[src/rtl/branch_predictor.sv]
// Direct-mapped BTB with 2-bit saturating counters: combinational fetch lookup,
// training from resolved control flow in Execute, mispredict flag and perf counters.
module branch_predictor #(
  parameter int unsigned XLEN    = 32,
  parameter int unsigned ENTRIES = 16,
  parameter int unsigned CNT_W   = 32
) (
  input  logic             clk,
  input  logic             reset,
  input  logic [XLEN-1:0]  PCF,
  output logic             PredTakenF,
  output logic [XLEN-1:0]  PredPCNextF,
  input  logic             UpdateE,
  input  logic             IsJumpE,
  input  logic [XLEN-1:0]  PCE,
  input  logic             TakenE,
  input  logic [XLEN-1:0]  TargetE,
  input  logic             PredTakenE,
  input  logic [XLEN-1:0]  PredPCNextE,
  input  logic             FlushBTB,
  output logic             MispredictE,
  output logic [CNT_W-1:0] BranchCount,
  output logic [CNT_W-1:0] MispredCount
);

  localparam int unsigned IDX_W = $clog2(ENTRIES);
  localparam int unsigned TAG_W = XLEN - 2 - IDX_W;

  logic [ENTRIES-1:0]             valid_q, valid_d;
  logic [ENTRIES-1:0]             jump_q, jump_d;
  logic [ENTRIES-1:0][1:0]        ctr_q, ctr_d;
  logic [ENTRIES-1:0][TAG_W-1:0]  tag_q, tag_d;
  logic [ENTRIES-1:0][XLEN-1:0]   target_q, target_d;
  logic [CNT_W-1:0]               branch_count_q, branch_count_d;
  logic [CNT_W-1:0]               mispred_count_q, mispred_count_d;

  logic [IDX_W-1:0] idx_f, idx_e;
  logic [TAG_W-1:0] tag_f, tag_e;
  logic             hit_f, hit_e;
  logic             unused_pc_lsbs;

  assign idx_f = PCF[IDX_W+1:2];
  assign tag_f = PCF[XLEN-1:IDX_W+2];
  assign idx_e = PCE[IDX_W+1:2];
  assign tag_e = PCE[XLEN-1:IDX_W+2];
  assign unused_pc_lsbs = ^{PCF[1:0], PCE[1:0]};

  // Lookup reads only registered state, so a same-cycle update is not visible here.
  always_comb begin
    hit_f       = valid_q[idx_f] && (tag_q[idx_f] == tag_f);
    PredTakenF  = hit_f && (jump_q[idx_f] || ctr_q[idx_f][1]);
    PredPCNextF = PredTakenF ? target_q[idx_f] : PCF + XLEN'(4);
  end

  always_comb begin
    MispredictE = UpdateE &&
                  ((PredTakenE != TakenE) || (TakenE && (PredPCNextE != TargetE)));
  end

  assign hit_e = valid_q[idx_e] && (tag_q[idx_e] == tag_e);

  always_comb begin
    valid_d  = valid_q;
    jump_d   = jump_q;
    ctr_d    = ctr_q;
    tag_d    = tag_q;
    target_d = target_q;
    if (FlushBTB) begin
      valid_d = '0;
    end else if (UpdateE) begin
      if (hit_e) begin
        if (TakenE) begin
          if (ctr_q[idx_e] != 2'b11) ctr_d[idx_e] = ctr_q[idx_e] + 2'd1;
          target_d[idx_e] = TargetE;
        end else begin
          if (ctr_q[idx_e] != 2'b00) ctr_d[idx_e] = ctr_q[idx_e] - 2'd1;
        end
        jump_d[idx_e] = IsJumpE;
      end else if (TakenE) begin
        valid_d[idx_e]  = 1'b1;
        tag_d[idx_e]    = tag_e;
        target_d[idx_e] = TargetE;
        jump_d[idx_e]   = IsJumpE;
        ctr_d[idx_e]    = IsJumpE ? 2'b11 : 2'b10;
      end
    end
  end

  always_comb begin
    branch_count_d  = branch_count_q;
    mispred_count_d = mispred_count_q;
    if (UpdateE && (branch_count_q != '1))
      branch_count_d = branch_count_q + CNT_W'(1);
    if (MispredictE && (mispred_count_q != '1))
      mispred_count_d = mispred_count_q + CNT_W'(1);
  end

  always_ff @(posedge clk or negedge reset) begin
    if (!reset) begin
      valid_q         <= '0;
      jump_q          <= '0;
      ctr_q           <= '0;
      branch_count_q  <= '0;
      mispred_count_q <= '0;
    end else begin
      valid_q         <= valid_d;
      jump_q          <= jump_d;
      ctr_q           <= ctr_d;
      branch_count_q  <= branch_count_d;
      mispred_count_q <= mispred_count_d;
    end
  end

  // Tag/target are only meaningful behind a valid bit, so they carry no reset.
  always_ff @(posedge clk) begin
    tag_q    <= tag_d;
    target_q <= target_d;
  end

  assign BranchCount  = branch_count_q;
  assign MispredCount = mispred_count_q;

endmodule

[config.mk]
export PLATFORM = sky130hd
export DESIGN_NAME = branch_predictor
export DESIGN_NICKNAME = d
export VERILOG_FILES = /design/src/rtl/branch_predictor.sv
export SDC_FILE = /design/constraint.sdc
export NUM_CORES = 1
export LEC_CHECK = 0
export ABC_AREA = 0
export CAP_MARGIN = 40
export CORE_MARGIN = 4
export CORE_UTILIZATION = 36
export CTS_BUF_LIST = sky130_fd_sc_hd__clkbuf_8
export CTS_CLUSTER_DIAMETER = 40
export DETAILED_ROUTE_END_ITERATION = 12
export PLACE_DENSITY_LB_ADDON = 0.05
export REMOVE_ABC_BUFFERS = 1
export SLEW_MARGIN = 10
export SYNTH_ARGS = -nofsm -noshare
export SYNTH_HDL_FRONTEND = slang
export SYNTH_SLANG_ARGS = --single-unit
[constraint.sdc]
create_clock -name clk -period 7.4 [get_ports clk]
set_input_delay 1.48 -clock clk [delete_from_list [all_inputs] [get_ports clk]]
set_output_delay 1.48 -clock clk [all_outputs]
set_load 0.02 [all_outputs]
==> results.sh <==
export IMPL_status="finished, final reports clean"
export IMPL_yosysMostFrequentCell="edfxtp_1"
export IMPL_clockBufferDepth=3
export IMPL_setup_slack_ns=0.186
export IMPL_finalClockSkew_ns=0.0433
export IMPL_r2r_end="tag_q[57]"
export IMPL_synth_edf_count=928
export IMPL_num_vias=26832
export IMPL_grt_overflow_total=0
export IMPL_crit_type="in2out"
export IMPL_hold_path_class="reg2reg"
export IMPL_cts_clk_slew_worst_paths_ns=0.05
export IMPL_cts_root_buf="clkbuf_8"
export IMPL_synthCells=2464
export IMPL_drtIter0Drc=2442
export IMPL_clock_fmax_ghz=0.139
export IMPL_die_width_um=370
export IMPL_setup_tns_ns=0
export IMPL_cp_endpoint="PredPCNextF[17]"
export IMPL_crit_arrival_ns=5.73
export IMPL_synthDistinctLibCells=73
export IMPL_relSlewSlack_pct=38.7
export IMPL_numCtsBuffers=199
export IMPL_cts_tree="built"
export IMPL_io_pin_count=233
export IMPL_synth_top_area_cell="edfxtp_1"
export IMPL_min_from="ctr_q[10]"
export IMPL_wirelength_um=148000
export IMPL_place_congestion=0.809
export IMPL_grt_max_degree=70
export IMPL_rsz0062_at_grt="no"
export IMPL_worstMarginPinSlew_ns=0.912
export IMPL_yosys_top_cells_area="edfxtp_1 (59%), mux4_2 (18%), dfrtp_1 (6.8%)"
export IMPL_syn_area_um2=47200
export IMPL_dieArea_um2=137000
export IMPL_synth_common_cells="edfxtp_1 (928), mux4_2 (379), dfrtp_1 (128)"
export IMPL_avgSynthCellArea_um2=19.1
export IMPL_dp_slack_ns=0.189
export IMPL_hpwlAfterDp_um=94300
export IMPL_ys_warn_count=0
export IMPL_nets=3024
export IMPL_crit_start="PCF[2]"
export IMPL_worstPathRequired_ns=5.92
export IMPL_coreArea_um2=130000
export IMPL_setup_viol=0
export IMPL_portBuffers=230
export IMPL_hold_viol=0
export IMPL_ys_seq_elements=1056
export IMPL_grt_use_total_pct=21.6
export IMPL_synth_seq_area_share_pct=65.9
export IMPL_fillers=11481
export IMPL_grt_pass1_wl_um=209000
export IMPL_die_h_um=370
export IMPL_antenna_found_initial=17
export IMPL_clk_latency_ns=0.87
export IMPL_initial_core_util_pct=36.3
export IMPL_drive_gt1_share_pct=30.3
export IMPL_critPathCaptureType="output port"
export IMPL_synth_top_area_share_pct=59.1
export IMPL_ir_drop_mv=0.187
export IMPL_cts_sinks=1056
export IMPL_postRouteAntennaNets=0
export IMPL_drc=0
export IMPL_htreeDepth=4
export IMPL_finalCritPeriodShare_pct=97.5
export IMPL_maxSlewViolCount=0
export IMPL_post_cts_setup_buffers=0
export IMPL_maxCapViolations=0
export IMPL_dr_pass1_iters=5
export IMPL_vias_per_cell=5.61
export IMPL_grt_pass1_vias=28482
export IMPL_p_per_area_nw_per_um2=239
export IMPL_synthFlopType="edfxtp_1"
export IMPL_wl_per_cell_um=31.0
export IMPL_leakagePower_uw=0.0191
export IMPL_hold_buffers=0
export IMPL_crit_path_start_kind="input pin"
export IMPL_r2r_start="valid_q[11]"
export IMPL_fp_row_count=132
export IMPL_reg2reg_depth=11
export IMPL_synthArstFlopShare_pct=12.1
export IMPL_syn_to_final_growth_pct=19.4
export IMPL_worst_path_max_fanout=34
export IMPL_period_needed_ns=7.21
export IMPL_r2r_setup_slack_ns=3.47
export IMPL_cts_resized_gates=0
## state kept, by name, summed over array words and instances, names as in the netlist
register / cells
target_q: 512
tag_q: 416
BranchCount: 32
MispredCount: 32
ctr_q: 32
jump_q: 16
valid_q: 16
## worst min path at each step
stage                  endpoint  depth (start not counted)
2_1_floorplan         ctr_q[12]                          1
3_3_place_gp   MispredCount[23]                          1
3_5_place_dp    BranchCount[26]                          1
4_1_cts               jump_q[0]                          1
5_1_grt               jump_q[2]                          1
6_report              ctr_q[10]                          1
## area by class of cell
| type | instances | area (um2) | share of cell area (%) |
|---|---|---|---|
| clock inverters | 137 | 896 | 1.59 |
| diodes | 8 | 20.0 | 0.0356 |
| repair buffers | 357 | 3640 | 6.46 |
| multi-input cells | 1247 | 15500 | 27.5 |
| flip-flops and latches | 1056 | 31100 | 55.2 |
| well taps | 1742 | 2180 | 3.87 |
| clock buffers | 213 | 2930 | 5.21 |
| inverters | 23 | 86.3 | 0.153 |
## layout by cell type (no fill, tap or decap), types with 12 or more instances in the layout
cell,n
o21ai_0,23
a22oi_1,18
xor2_1,74
edfxtp_1,928
nand3_1,42
nand2_1,71
nor2_4,30
mux4_2,379
and3_1,18
a211oi_1,17
mux2i_1,100
clkinv_2,21
buf_12,18
nand4_1,35
mux2_4,44
buf_4,106
a41oi_1,16
inv_1,86
nor3_1,26
clkdlybuf4s50_1,217
mux2_2,47
nor2_1,67
clkbuf_8,213
nor4_1,12
dfrtp_1,128
clkinv_1,26
a21o_1,14
xnor2_1,103
## worst max-delay path: stages
cell and delay (ns):
buf_8 0.34, buf_12 0.22, mux4_2 0.49, mux4_2 0.53, xnor2_1 0.45, nand4_1 0.32, nor3_1 0.40, nand4_4 0.14
buf_12 0.26, mux2_4 0.34, clkdlybuf4s50_1 0.62
## per-layer routing
layer / wire (um) / global-route usage, % / vias to the layer above
met5: 86 / 0 / -
met4: 3960 / 6.61 / 12
met3: 11100 / 5.74 / 235
met2: 67600 / 32.7 / 995
met1: 65400 / 30.6 / 14504
li1: - / - / 11086
## per-stage QoR
| stage | std cells | util [%] | hold WS, ns | total power (uW) | area (um2) |
|---|---|---|---|---|---|
| after floorplan | 2326 | - | 0.474 | 7370 | 46400 |
| after global placement | 4408 | 40.1 | 0.477 | 8080 | 52100 |
| after detailed placement | 4423 | 40.4 | 0.490 | 8110 | 52400 |
| after CTS | 4773 | 43.3 | 0.503 | 13700 | 56200 |
| after global routing | 4779 | 43.3 | 0.517 | 14000 | 56300 |
| final | 4783 | 43.4 | 0.501 | 13500 | 56300 |
## power breakdown
part           switching [uW]  internal, uW  total (uW)
Combinational             705           579        1280
Sequential               92.1          6600        6700
Clock                    2470          3020        5490
Total                    3260         10200       13500
## cells by family after synthesis
kind of cell / synth area share, %
and+or+nand+nor: 3.55
AOI/OAI and AO/OA: 2.52
adders and majority gates: 0.133
muxes: 22.8
buffers and inverters: 1.84
DFF: 65.9
xor gates and xnor gates: 3.29
Note: power is estimated with default switching activity, not from simulation.
